### src/rtl/uart_pkg.sv
// Shared UART definitions: FSM state encoding, parity and frame-length helpers.
// Used by both the transmitter and the receiver.
package uart_pkg;

  // Widest data word either end of the link supports.
  localparam int unsigned MAX_DATA_BW = 9;

  typedef enum logic [2:0] {
    ST_IDLE   = 3'd0,
    ST_START  = 3'd1,
    ST_DATA   = 3'd2,
    ST_PARITY = 3'd3,
    ST_STOP   = 3'd4
  } uart_state_e;

  // Parity over a zero-extended word; the extra zero bits do not change the XOR.
  function automatic logic calc_parity(input logic [MAX_DATA_BW-1:0] data,
                                       input logic                   odd);
    return (^data) ^ odd;
  endfunction

  // Clock cycles from the first start-bit cycle to the end of the last stop bit.
  function automatic int unsigned frame_len(input int unsigned clk_div,
                                            input int unsigned data_bw,
                                            input int unsigned parity_en,
                                            input int unsigned stop_bits);
    return (1 + data_bw + parity_en + stop_bits) * clk_div;
  endfunction

endpackage

### src/rtl/uart_tx_if.sv
// Producer-to-transmitter word handshake (valid/ready).
interface uart_tx_if #(
  parameter int unsigned DATA_BW = 8
) ();

  logic [DATA_BW-1:0] data_i;
  logic               valid_i;
  logic               ready_o;

  modport master (output data_i, output valid_i, input  ready_o);
  modport slave  (input  data_i, input  valid_i, output ready_o);

endinterface

### src/rtl/uart_tx_counter.sv
// Free-running up-counter with asynchronous reset and synchronous clear.
module uart_tx_counter #(
  parameter int unsigned BW = 4
) (
  input  logic          clk_i,
  input  logic          nrst_i,
  input  logic          nrstSync_i,
  output logic [BW-1:0] cnt_o
);

  // Count every cycle; a synchronous clear restarts from zero.
  // NOTE: non-blocking assignments so every register sees pre-edge values.
  always_ff @(posedge clk_i or negedge nrst_i) begin
    if (!nrst_i) begin
      cnt_o <= '0;
    end else if (!nrstSync_i) begin
      cnt_o <= '0;
    end else begin
      cnt_o <= cnt_o + BW'(1);
    end
  end

endmodule

### src/rtl/uart_tx.sv
// UART transmitter: accepts a word over valid/ready and shifts it out LSB-first
// as start bit, data bits, optional parity bit and 1 or 2 stop bits.
module uart_tx
  import uart_pkg::*;
#(
  parameter int unsigned CLK_DIV    = 16,
  parameter int unsigned DATA_BW    = 8,
  parameter int unsigned PARITY_EN  = 0,
  parameter int unsigned PARITY_ODD = 0,
  parameter int unsigned STOP_BITS  = 1
) (
  input  logic  clk_i,
  input  logic  nrst_i,
  input  logic  nrstSync_i,
  uart_tx_if.slave bus,
  output logic  tx_o,
  output logic  busy_o
);

  localparam int unsigned TW  = $clog2(CLK_DIV);
  localparam int unsigned BCW = $clog2(DATA_BW + 1);

  localparam logic [TW-1:0]  TICK_AT   = TW'(CLK_DIV - 1);
  localparam logic [BCW-1:0] LAST_DATA = BCW'(DATA_BW - 1);
  localparam logic [BCW-1:0] LAST_STOP = BCW'(STOP_BITS - 1);

  uart_state_e        state_q, state_d;
  logic [DATA_BW-1:0] shift_q, shift_d;
  logic [BCW-1:0]     bit_cnt_q, bit_cnt_d;
  logic               tx_q, tx_d;
  logic               parity_q, parity_d;

  logic [TW-1:0]      timer;
  logic               tick;
  logic               accept;
  logic               timer_clr_n;

  assign accept      = bus.valid_i && (state_q == ST_IDLE);
  assign tick        = (timer == TICK_AT);
  // Restart the bit period at every bit boundary, at acceptance and on clear.
  assign timer_clr_n = nrstSync_i && !tick && !accept;

  uart_tx_counter #(
    .BW (TW)
  ) bit_timer (
    .clk_i      (clk_i),
    .nrst_i     (nrst_i),
    .nrstSync_i (timer_clr_n),
    .cnt_o      (timer)
  );

  // Next-state and next-output decode; the clear overrides everything.
  // NOTE: every target gets a default first so no path infers a latch.
  always_comb begin
    state_d   = state_q;
    shift_d   = shift_q;
    bit_cnt_d = bit_cnt_q;
    tx_d      = tx_q;
    parity_d  = parity_q;

    if (!nrstSync_i) begin
      state_d   = ST_IDLE;
      shift_d   = '0;
      bit_cnt_d = '0;
      tx_d      = 1'b1;
      parity_d  = 1'b0;
    end else begin
      unique case (state_q)
        ST_IDLE: begin
          if (bus.valid_i) begin
            state_d   = ST_START;
            shift_d   = bus.data_i;
            parity_d  = calc_parity(MAX_DATA_BW'(bus.data_i), PARITY_ODD != 0);
            bit_cnt_d = '0;
            tx_d      = 1'b0;
          end
        end
        ST_START: begin
          if (tick) begin
            state_d = ST_DATA;
            tx_d    = shift_q[0];
          end
        end
        ST_DATA: begin
          if (tick) begin
            shift_d = shift_q >> 1;
            if (bit_cnt_q == LAST_DATA) begin
              bit_cnt_d = '0;
              if (PARITY_EN != 0) begin
                state_d = ST_PARITY;
                tx_d    = parity_q;
              end else begin
                state_d = ST_STOP;
                tx_d    = 1'b1;
              end
            end else begin
              bit_cnt_d = bit_cnt_q + BCW'(1);
              tx_d      = shift_q[1];
            end
          end
        end
        ST_PARITY: begin
          if (tick) begin
            state_d = ST_STOP;
            tx_d    = 1'b1;
          end
        end
        ST_STOP: begin
          if (tick) begin
            if (bit_cnt_q == LAST_STOP) begin
              state_d   = ST_IDLE;
              bit_cnt_d = '0;
            end else begin
              bit_cnt_d = bit_cnt_q + BCW'(1);
            end
          end
        end
        default: begin
          state_d = ST_IDLE;
          tx_d    = 1'b1;
        end
      endcase
    end
  end

  // State, datapath and line register; the line idles high out of reset.
  always_ff @(posedge clk_i or negedge nrst_i) begin
    if (!nrst_i) begin
      state_q   <= ST_IDLE;
      shift_q   <= '0;
      bit_cnt_q <= '0;
      tx_q      <= 1'b1;
      parity_q  <= 1'b0;
    end else begin
      state_q   <= state_d;
      shift_q   <= shift_d;
      bit_cnt_q <= bit_cnt_d;
      tx_q      <= tx_d;
      parity_q  <= parity_d;
    end
  end

  assign tx_o        = tx_q;
  assign busy_o      = (state_q != ST_IDLE);
  assign bus.ready_o = (state_q == ST_IDLE);

endmodule
### src/flat_wrapper.sv
// flat-port wrapper written by rule: the top's interface ports become plain ports
module uart_tx_flat import uart_pkg::*;
#(
  parameter int unsigned CLK_DIV    = 16,
  parameter int unsigned DATA_BW    = 8,
  parameter int unsigned PARITY_EN  = 0,
  parameter int unsigned PARITY_ODD = 0,
  parameter int unsigned STOP_BITS  = 1
)
  (clk_i, nrst_i, nrstSync_i, tx_o, busy_o, bus_data_i, bus_valid_i, bus_ready_o);
  uart_tx_if #(.DATA_BW(DATA_BW)) bus_i ();
  input  logic clk_i;
  input  logic nrst_i;
  input  logic nrstSync_i;
  output logic tx_o;
  output logic busy_o;
  input wire logic [$bits(bus_i.data_i)-1:0] bus_data_i;
  input wire logic [$bits(bus_i.valid_i)-1:0] bus_valid_i;
  output wire logic [$bits(bus_i.ready_o)-1:0] bus_ready_o;
  assign bus_i.data_i = bus_data_i;
  assign bus_i.valid_i = bus_valid_i;
  assign bus_ready_o = bus_i.ready_o;
  uart_tx #(.CLK_DIV(CLK_DIV), .DATA_BW(DATA_BW), .PARITY_EN(PARITY_EN), .PARITY_ODD(PARITY_ODD), .STOP_BITS(STOP_BITS)) u_core (.clk_i(clk_i), .nrst_i(nrst_i), .nrstSync_i(nrstSync_i), .bus(bus_i), .tx_o(tx_o), .busy_o(busy_o));
endmodule
### config.mk
export PLATFORM = sky130hd
export DESIGN_NAME = uart_tx_flat
export DESIGN_NICKNAME = d
export VERILOG_FILES = /design/src/rtl/uart_pkg.sv /design/src/rtl/uart_tx_if.sv /design/src/rtl/uart_tx_counter.sv /design/src/rtl/uart_tx.sv /design/src/flat_wrapper.sv
export SDC_FILE = /design/constraint.sdc
export NUM_CORES = 1
export LEC_CHECK = 0
export ABC_AREA = 1
export CAP_MARGIN = 5
export CORE_MARGIN = 8
export CORE_UTILIZATION = 62
export CTS_CLUSTER_SIZE = 14
export DETAILED_ROUTE_END_ITERATION = 16
export DONT_BUFFER_PORTS = 1
export GPL_ROUTABILITY_DRIVEN = 0
export PLACE_DENSITY = 0.78
export SLEW_MARGIN = 20
export SYNTH_ARGS = -nofsm -noshare
export SYNTH_HDL_FRONTEND = slang
export SYNTH_SLANG_ARGS = --single-unit
### constraint.sdc
create_clock -name clk_i -period 1.7 [get_ports clk_i]
set_input_delay 0.34 -clock clk_i [delete_from_list [all_inputs] [get_ports clk_i]]
set_output_delay 0.34 -clock clk_i [all_outputs]
set_load 0.005 [all_outputs]
Word level (Yosys, flattened, before mapping)
Cells that the tools add are included.
{ "totals": {"ff_bits": 20, "latchBits": 0, "ram_bits": 0, "rom_bits": 0, "in_bits": 12, "out_inout_bits": 3, "wordCells": 63, "n_memories": 0} }
{ "op_classes": {"addsub": 2, "mul": 0, "div": 0, "magnitude_cmp": 0, "eq_ne": 16, "shift": 0, "mux": 28, "n_bitwise": 0, "n_reduce_logical": 12} }
{ "ops": {"columns": ["op", "n"], "rows": [
  ["4-bit two-way mux", 7],
  ["3-bit two-way mux", 8],
  ["8-bit two-way mux", 3],
  ["3-bit by 2-bit != test with 1-bit output (second input constant)", 6],
  ["8-bit one-hot mux with 2 select lines", 1],
  ["3-bit one-hot mux with 5 select lines", 1],
  ["4-bit one-hot mux with 3 select lines", 1],
  ["4-bit by 1-bit adder with 4-bit output (second input constant)", 2],
  ["7-bit AND reduction", 1],
  ["3-bit by 2-bit == test with 1-bit output (second input constant)", 2],
  ["1-bit two-way mux", 6],
  ["1-bit one-hot mux with 5 select lines", 1],
  ["5-bit AND reduction", 1],
  ["4-bit by 3-bit == test with 1-bit output (second input constant)", 1],
  ["4-bit == test (second input constant)", 1],
  ["4-bit logical NOT", 1],
  ["4-bit by 1-bit != test with 1-bit output (second input constant)", 1],
  ["4-bit AND reduction", 1],
  ["3-bit by 1-bit == test with 1-bit output (second input constant)", 1],
  ["3-bit == test (second input constant)", 1],
  ["1-bit logical AND", 3],
  ["3-bit logical NOT", 1],
  ["3-bit by 1-bit != test with 1-bit output (second input constant)", 1],
  ["3-bit != test (second input constant)", 1],
  ["4 further kinds", 5]
]} }

Logic depth before layout (Yosys ltp)
Gate-level depths: netlist of the first run.
{ "depth": {"word_depth": 5, "depth_mapped": 10, "depth_no_buf": 10} }

Hierarchy
Synthesis of the first run repeated with hierarchy kept, for this count alone.
{ "hier_totals": {"hier_cells": 182, "hier_area_um2": 1306.3} }
{ "by_module_without_submodules": {"columns": ["module", "instances", "cells_each", "area_per_inst_um2", "seq_area_each_um2"], "rows": [
  ["uart_tx", 1, 165, 1144.8, 401.6],
  ["uart_tx_counter", 1, 17, 161.4, 100.1]
]} }

Worst setup path after synthesis of the first run
No wires, ideal clock.
{ "synth_path": {"path_kind": "register -> register", "startpoint": "register u_core.bit_timer.cnt_o[0]", "endpoint": "register u_core.bit_cnt_q[3]", "setup_ps": 117, "arrival_ps": 1207, "t_required_ps": 1583, "setup_slack_ps": 376, "stages_incl_launch_ff": 8, "path_buffers": 0, "synth_period_minus_slack_ps": 1324, "path_cell_list": "dfrtp_1 > ha_1 > nand3_1 > nand2_1 > o21ai_4 > nor2_4 > nand3_1 > nand2_1"} }
{ "synth_via": {"elab_chain_cells": 3, "elab_cells_between_ends": 4, "cone_classes": "3 x eq/ne; 1 x reduce/logical"} }
{ "synth_lines": {"columns": ["item", "line", "text"], "rows": [
  ["start, declared", "uart_tx_counter.sv:8", "output logic [BW-1:0] cnt_o"],
  ["start signal, assigned", "uart_tx_counter.sv:19", "cnt_o <= cnt_o + BW'(1);"],
  ["4-bit == test (*)", "uart_tx.sv:39", "assign tick = (timer == TICK_AT);"],
  ["3-bit by 2-bit != test with 1-bit output (no source line)", null, null],
  ["4-bit AND reduction (no source line) (*)", null, null],
  ["end signal, assigned", "uart_tx.sv:137", "bit_cnt_q <= bit_cnt_d;"],
  ["end, declared", "uart_tx.sv:29", "logic [BCW-1:0] bit_cnt_q, bit_cnt_d;"]
]} }
Mark *: on every way between the ends. The rest lies on a longest branch, timed or not.
A chain may end at the register's enable or synchronous reset.

Worst setup path after layout of the first run
{ "layout_path": {"startpoint": "register u_core.state_q[0]", "endpoint": "output bus_ready_o"} }
{ "layout_via": {"elab_chain_cells": 1} }
{ "layout_lines": {"columns": ["item", "line", "text"], "rows": [
  ["start, declared", "uart_tx.sv:27", "uart_state_e state_q, state_d;"],
  ["start signal, assigned", "uart_tx.sv:135", "state_q <= state_d;"],
  ["3-bit logical NOT", "uart_tx.sv:145", "assign bus.ready_o = (state_q == ST_IDLE);"],
  ["end, declared", "flat_wrapper.sv:19", "output wire logic [$bits(bus_i.ready_o)-1:0] bus_ready_o;"]
]} }
No other way between the ends.

==> results.cfg, run 1 <==
[critical_path]
cp.required_ps = 1360
crit_path_end_kind = primary output
crit_family = flip-flops
cp_slowest_cell = dfrtp_1
worst-path-buf-inv = 1
arrival_ps = 1250
critPathKind = register to primary output
crit_chain = nor2_4 -> nand2_2 -> inv_1
critPathLaunchType = register
path_max_fanout = 8
critPathMaxStageDelay_ps = 520

[clock_network]
cts_made_buffers = 3
ctsRootBufferMaster = clkbuf_4
clockBufferDepth = 2
clk-insertion-delay-late_ps = 310
clock-sinks = 20
h-tree-depth = 1
clk_pin_slew_ps = 120
cts_tree = done

[global_routing]
grt_use_total_pct = 14.18
overflow = 0
grt_pass1_vias = 1124
grt_pass1_wl_mm = 4.712
antenna_found_initial = 0
grt_max_degree = 24

[routing]
dr.pass1.iters = 4
drtAntennaViolNets = 0
wl_mm = 2.594
drc = 0
drtIter0Drc = 26
drt-wirelength-per-cell_um = 12.35
routed_via_density = 5.405
vias = 1135

[status]
status = completed

[die]
ios = 15
die_area_mm2 = 0.003951
rows = 17
start_util_pct = 63.37
die_w_um = 62.86
die_y_um = 62.86
core_mm2 = 0.002148

[timing]
setup_viol = 0
hold_ws_ps = 162.9
fin_crit_sh_pct = 93.25
fin_crit_ps = 1585
final_max_slew_viol_count = 0
worst_slew_pin_slew_ps = 915.1
hold_viol = 0
fin_skew_ps = 17.19
rsz0062_at_grt = false
setup_tns_ps = 0
clock.fmax_mhz = 630.8
max-slew-margin-rel_pct = 38.79

[logic_synthesis]
syn-num-nets = 197
avgSynthCellArea_um2 = 7.480
ys_types = 29
ys_ff_latch = 20
yosysSeqAreaShare_pct = 36.86
synth_warnings = 0
synth_area_mm2 = 0.001361
netlist_instances = 182

[pwr]
ir_worst_vdd_uv = 1062
p_per_area_mw_per_mm2 = 1534
p_leak_uw = 0.0007547
total_power_uw = 2127

[cells_and_area]
drive_gt1_share_pct = 15.38
post-route-util_pct = 64.53
syn_to_final_growth_pct = 1.838
nets = 198
num_antenna_cells = 0

[placed_design]
dp_hpwl_mm = 1.958
port_buffers = 0

[run]
max_cap_viol_count = 0

[worst_hold_path]
hold_path_class = input pin to register
cell usage in the layout, fill, tap and decap left out, types with 2 or more instances in the layout:
master | synthesis | routed
a21oi_1 | 3 | 3
clkbuf_4 | 0 | 3
dfrtp_1 | 19 | 19
ha_1 | 3 | 3
inv_1 | 13 | 13
inv_2 | 4 | 4
nand2_1 | 67 | 67
nand2_2 | 5 | 5
nand3_1 | 26 | 26
nand4_1 | 6 | 6
nor2_1 | 9 | 9
nor2_4 | 5 | 5
o21ai_0 | 2 | 2
o21ai_1 | 2 | 2
final cells by class:
class                      count  area, µm²
tap                           28      35.03
inverter                      19      78.83
fill                         188      762.0
multi-input combinational    138      734.5
timing repair buffer           1      10.01
sequential                    20      501.7
clock buffer                   4      26.28
metal layers:
layer / global-route usage, % / share of wire [%] / vias up
met5: 0 / 0 / -
met4: 6.838 / 1.5 / 0
met3: 2.867 / 4.7 / 5
met2: 22.77 / 47 / 22
met1: 17.63 / 46 / 524
li1: - / - / 584
final timing paths:
| check | cells after the start | slack [ps] | end | start |
|---|---|---|---|---|
| setup / recovery | 3 | 110 | bus_ready_o | u_core.state_q[0]$_DFFE_PN0P_ |
| hold / removal | 2 | 160 | u_core.shift_q[7]$_DFFE_PN0P_ | bus_data_i[7] |
| setup reg to reg | 7 | 170 | u_core.shift_q[6]$_DFFE_PN0P_ | u_core.state_q[1]$_DFFE_PN0P_ |
| hold reg to reg | 1 | 460 | u_core.bit_timer.cnt_o[0]$_DFF_PN0_ | u_core.bit_timer.cnt_o[0]$_DFF_PN0_ |
| max in group asynchronous | 1 | 530 | u_core.state_q[1]$_DFFE_PN0P_ | nrst_i |
| min in group asynchronous | 1 | 600 | u_core.bit_cnt_q[1]$_DFFE_PN0P_ | nrst_i |
state kept, by name, indices dropped and copies added (netlist names):
register	cells
u_core.shift_q	8
u_core.tx_o	1
u_core.state_q	3
u_core.bit_timer.cnt_o	4
u_core.bit_cnt_q	4
Yosys cell counts:
master | instances | share of area (%)
buf_6 | 3 | 2.5
nand2_1 | 67 | 18
buf_4 | 1 | 0.55
xor2_1 | 1 | 0.64
nor2_8 | 1 | 1.5
dfstp_2 | 1 | 1.9
a21oi_1 | 3 | 1.1
inv_1 | 13 | 3.6
nand2_2 | 5 | 2.3
dfrtp_1 | 19 | 35
nand4_2 | 1 | 0.92
nand2_4 | 1 | 0.83
o21ai_1 | 2 | 0.74
nor2_4 | 5 | 4.1
nand4_1 | 6 | 2.8
inv_6 | 1 | 0.64
nand3_4 | 1 | 1.3
inv_2 | 4 | 1.1
inv_4 | 1 | 0.46
o21ai_0 | 2 | 0.74
xnor2_1 | 1 | 0.64
o21ai_4 | 1 | 1.2
nor2_1 | 9 | 2.5
nand3_2 | 1 | 0.74
nand3_1 | 26 | 9.6
ha_1 | 3 | 2.8
buf_2 | 1 | 0.37
nor3_2 | 1 | 0.74
nor2_2 | 1 | 0.46
repair_timing:
action                                 in CTS  in global routing
endpoints found under the hold margin      20                  0
setup buffers                               0                  0
hold buffers                                1                  0
resized for setup                           0                  0
per-stage QoR:
stage | worst slack [ps] | std cells | cell area [µm²]
6_report | 114.7 | 210 | 1386
5_1_grt | 29.59 | 210 | 1386
4_1_cts | 101.9 | 210 | 1386
3_5_place_dp | 176.0 | 205 | 1350
3_3_place_gp | 210.7 | 205 | 1350
2_1_floorplan | 375.9 | 182 | 1361
report_power, final:
group,internal (µW),total (µW),switching [µW]
Sequential,622,785,163
Clock,91.5,240,148
Combinational,363,1100,740
Total,1080,2130,1050
cells by family (layout without fill, tap and decap cells):
logic type | after synthesis | count (layout) | share of synthesized area (%)
compound gates | 8 | 8 | 3.768
xor+xnor | 2 | 2 | 1.287
fa+ha+maj | 3 | 3 | 2.758
buf+inv | 24 | 24 | 9.191
flops | 20 | 20 | 36.86
simple gates | 125 | 125 | 46.14
Power figures use the tool's default switching activity.
==> inputs of run 2 (changes only) <==
- clock period: 1.7 -> 1.5 ns (I/O delays scaled with it)
==> run 2 against run 1 <==
  * Register-to-register slack lost 70 ps
  * Routed wire length rose by 8.2%
  * Core utilization rose by 5.6 points
  * Hold slack got worse by 23 ps
  * Global-route usage decreased by 0.15 points
  * Sequential power up 11%
  * Largest power group unchanged
  * Clock power is 31% higher
==> results.cfg, run 2 (synthesis results as in run 1) <==
[timing]
fin_skew_ps = 9.812
setup_viol = 0
clock.fmax_mhz = 691.5
final_max_slew_viol_count = 0
hold_viol = 0
max-slew-margin-rel_pct = 38.51
worst_slew_pin_slew_ps = 919.4
fin_crit_ps = 1446
fin_crit_sh_pct = 96.41
setup_ws_ps = 53.87

[clock_network]
cts_made_buffers = 3
h-tree-depth = 1
ctsRootBufferMaster = clkbuf_4
cts_tree = done
clk-insertion-delay-late_ps = 300
clockBufferDepth = 2
clock-sinks = 20
clk_pin_slew_ps = 120

[cells_and_area]
instances_no_fill = 220
top_register = u_core.shift_q
nets = 208
nFillCells = 168
most-common-layout-cells = 65 x nand2_1, 25 x nand3_1, 17 x dfrtp_1, 11 x inv_1
drive_gt1_share_pct = 25.00
syn_to_final_growth_pct = 10.66
layout_commonest_cell = nand2_1
top_regs = u_core.shift_q: 8 flops, u_core.bit_cnt_q: 4 flops, u_core.bit_timer.cnt_o: 4 flops
num_antenna_cells = 0
largest_register_ffs = 8

[worst_hold_path]
whs_path_depth = 2
min_from = bus_data_i[7]
hold_path_class = input pin to register

[die]
rows = 17
die_area_mm2 = 0.003951
die_y_um = 62.86
core_mm2 = 0.002148
ios = 15
die_w_um = 62.86
start_util_pct = 63.37

[critical_path]
path_max_fanout = 6
arrival_ps = 1150
crit_chain = nor2_4 -> nand2_2 -> inv_2
crit_path_end_kind = primary output
reg2reg_from = u_core.state_q[2]$_DFFE_PN0P_
startpoint = u_core.state_q[1]$_DFFE_PN0P_
cp.required_ps = 1200
reg2reg_depth = 8
cp_slowest_cell = dfrtp_2
critPathLaunchType = register
critPathKind = register to primary output
critPathMaxStageDelay_ps = 510

[global_routing]
grt_max_degree = 24
overflow = 0
grt_use_total_pct = 14.03
antenna_found_initial = 0
grt_pass1_vias = 1146
grt_pass1_wl_mm = 4.733

[routing]
dr.pass1.iters = 4
vias = 1179
drtAntennaViolNets = 0
drtIter0Drc = 45
routed_via_density = 5.359
wl_mm = 2.807
drc = 0
drt-wirelength-per-cell_um = 12.76

[pwr]
switching_share_pct = 46.81
p_int_uw = 1429
p_leak_uw = 0.0008080
switchingPower_uw = 1258
p_per_area_mw_per_mm2 = 1784
pwr-share-seq_pct = 32.3
ir_worst_vdd_uv = 1451
comb_power_share_pct = 56.0
total_power_uw = 2687
pwr-share-clk_pct = 11.7

[placed_design]
dp_hpwl_mm = 1.990
port_buffers = 0
post-place-ws_ps = 10.10
dp_cells = 208

[status]
status = completed

[run]
max_cap_viol_count = 0
## run 2: final cells by class
class                           count  area, µm²  area share, %
Clock buffer                        4      36.28          2.409
Inverter                           19      78.83          5.233
Timing Repair Buffer               11      97.59          6.478
Tap cell                           28      35.03          2.326
Sequential cell                    20      504.2          33.47
Multi-Input combinational cell    138      754.5          50.08
## run 2: power groups by stage
stage | combinational (µW) | sequential (µW) | clock [µW]
2_1_floorplan | 1210 | 798 | 0
3_3_place_gp | 1250 | 888 | 0
3_5_place_dp | 1290 | 890 | 0
4_1_cts | 1370 | 870 | 326
5_1_grt | 1670 | 879 | 343
6_report | 1500 | 868 | 315
## run 2: layer usage
| metal | share of wire, % | vias up | GRT usage [%] | routed length [µm] |
|---|---|---|---|---|
| met3 | 4.5 | 0 | 3.584 | 127 |
| met1 | 45 | 545 | 16.90 | 1267 |
| met5 | 0 | - | 0 | 0 |
| met4 | 0 | 0 | 3.704 | 0 |
| li1 | - | 604 | - | - |
| met2 | 50 | 30 | 24.06 | 1412 |
## run 2: through the flow
step                      hold WS (ps)  area (µm²)  setup TNS, ps  utilization (%)
after detailed placement         4.987        1373              0            63.89
final                            139.8        1506              0            70.12
after global routing             127.5        1506         -1.334            70.12
after CTS                        132.8        1441              0            67.09
after global placement           4.980        1373              0            63.89
after floorplan                  4.409        1361              0                -
## run 2: final timing paths
path / endpoint / slack, ps
hold / removal: u_core.shift_q[7]$_DFFE_PN0P_ / 140
setup reg to reg: u_core.bit_cnt_q[0]$_DFFE_PN0P_ / 100
setup / recovery: bus_ready_o / 50
hold reg to reg: u_core.shift_q[3]$_DFFE_PN0P_ / 490
min in group asynchronous: u_core.bit_timer.cnt_o[3]$_DFF_PN0_ / 570
max in group asynchronous: u_core.state_q[0]$_DFFE_PN0P_ / 310
## run 2: critical path: cells and delay by family, from the launching register on
family,cells,cell delay (ps)
flops,1,510
buf+inv,1,90
simple gates,2,240
## run 2: repair_timing
item / 4_1_cts / 5_1_grt
buffers inserted: 1 / 6
hold buffers: 1 / 0
hold endpoints to repair: 20 / 0
pin swaps: 0 / 4
setup endpoints to repair: 2 / 17
gates resized for setup: 2 / 8
==> inputs of run 3 (changes only) <==
- CTS_CLUSTER_DIAMETER: not set -> 100
- REMOVE_ABC_BUFFERS: not set -> 1
- SKIP_CTS_REPAIR_TIMING: not set -> 1
==> run 3 against run 2 <==
  * Via count decreased by 0.42%
  * Power decreased by 2.5%
  * Sequential power decreased by 0.7%
  * First-iteration DRC count increased by 51%
  * Critical path type unchanged
  * Critical endpoint unchanged
  * Largest power group unchanged
==> results.cfg, run 3 (synthesis results as in run 1) <==
[status]
status = completed

[critical_path]
crit_path_end_kind = primary output
reg2reg_from = u_core.bit_cnt_q[1]$_DFFE_PN0P_
critPathMaxStageDelay_ps = 490
critPathLaunchType = register
critPathKind = register to primary output
cp_slowest_cell = dfrtp_2
startpoint = u_core.state_q[1]$_DFFE_PN0P_
cp.required_ps = 1200
path_max_fanout = 5
crit_chain = nor2_4 -> nand2_2 -> inv_2
arrival_ps = 1150

[timing]
fin_crit_ps = 1453
setup_tns_ps = 0
setup_viol = 0
clock.fmax_mhz = 688.1
hold_viol = 0
max-slew-margin-rel_pct = 40.05
rsz0062_at_grt = true
final_max_slew_viol_count = 0
fin_crit_sh_pct = 96.89
setup_ws_ps = 46.63
worst_slew_pin_slew_ps = 896.3
fin_skew_ps = 12.15

[cells_and_area]
syn_to_final_growth_pct = 9.651
nets = 205
num_antenna_cells = 0
most-common-layout-cells = 64 x nand2_1, 23 x nand3_1, 16 x dfrtp_1, 11 x inv_1
multi_input_area_um2 = 772.0
layout_commonest_cell = nand2_1
top_regs = u_core.shift_q: 8 flops, u_core.bit_cnt_q: 4 flops, u_core.bit_timer.cnt_o: 4 flops
post-route-util_pct = 69.48
largest_register_ffs = 8
ff_latch_area_um2 = 505.5
nFillCells = 177
instances_no_fill = 217
top_register = u_core.shift_q
drive_gt1_share_pct = 26.46

[die]
die_w_um = 62.86
start_util_pct = 63.37
rows = 17
ios = 15
core_mm2 = 0.002148
die_y_um = 62.86
die_area_mm2 = 0.003951

[worst_hold_path]
hold_path_class = input pin to register
min_from = bus_data_i[7]

[routing]
wl_met3_um = 143
drtIter0Drc = 68
dr.pass1.iters = 4
dr.max_layer_used = met4
routed_via_density = 5.410
wirelength_met1_mm = 1.317
drt-wirelength-per-cell_um = 13.87
drtAntennaViolNets = 0
wl_mm = 3.009
drc = 0
vias = 1174
wl_met2_mm = 1.512

[clock_network]
h-tree-depth = 1
cts_tree = done
clk-insertion-delay-late_ps = 310
clock-sinks = 20
ctsRootBufferMaster = clkbuf_4
clk_pin_slew_ps = 120
clockBufferDepth = 2
cts_made_buffers = 3

[global_routing]
grt_pass1_wl_mm = 4.961
antenna_found_initial = 0
grt_use_total_pct = 15.18
overflow = 0
grt_pass1_vias = 1100
grt_max_degree = 24

[placed_design]
dp_hpwl_mm = 2.081
dp_cells = 208
post-place-ws_ps = 10.35
port_buffers = 0

[pwr]
total_power_uw = 2621
p_per_area_mw_per_mm2 = 1756
ir_worst_vdd_uv = 1294
p_leak_uw = 0.0007845

[run]
max_cap_viol_count = 0
run 3: final cells by class:
class,instances,share of cell area (%)
multi-input combinational,138,51.72
sequential,20,33.86
inverter,19,5.281
timing repair buffer,8,5.029
tap,28,2.347
clock buffer,4,1.760
run 3: worst max-delay path, delay by kind of cell (launching register included):
family        cells  cell delay, ps
buf+inv           1              90
flops             1             490
simple gates      2             280
run 3: through the flow:
stage	area, µm²	hold WS, ps
2_1_floorplan	1315	4.409
3_3_place_gp	1373	5.070
3_5_place_dp	1373	5.112
4_1_cts	1399	-337.3
5_1_grt	1493	107.1
6_report	1493	114.2
run 3: power by group:
part / total, µW / internal (µW) / switching (µW) / leakage [µW]
sequential: 862 / 711 / 152 / 0.000260
combinational: 1480 / 529 / 955 / 0.000509
clock: 275 / 104 / 171 / 0.0000150
total: 2620 / 1340 / 1280 / 0.000784
run 3: final timing paths:
| check | end | slack [ps] | cells past startpoint |
|---|---|---|---|
| min in group asynchronous | u_core.bit_cnt_q[1]$_DFFE_PN0P_ | 550 | 1 |
| worst max register to register | u_core.tx_o$_DFFE_PN1P_ | 70 | 8 |
| worst min register to register | u_core.bit_timer.cnt_o[0]$_DFF_PN0_ | 460 | 1 |
| worst min-delay path | u_core.shift_q[7]$_DFFE_PN0P_ | 110 | 2 |
| worst max-delay path | bus_ready_o | 50 | 3 |
| max in group asynchronous | u_core.state_q[1]$_DFFE_PN0P_ | 330 | 1 |
run 3: per-layer routing:
layer | up-vias | GRT usage (%)
li1 | 596 | -
met1 | 542 | 18.80
met2 | 30 | 24.58
met3 | 6 | 3.763
met4 | 0 | 5.983
met5 | - | 0
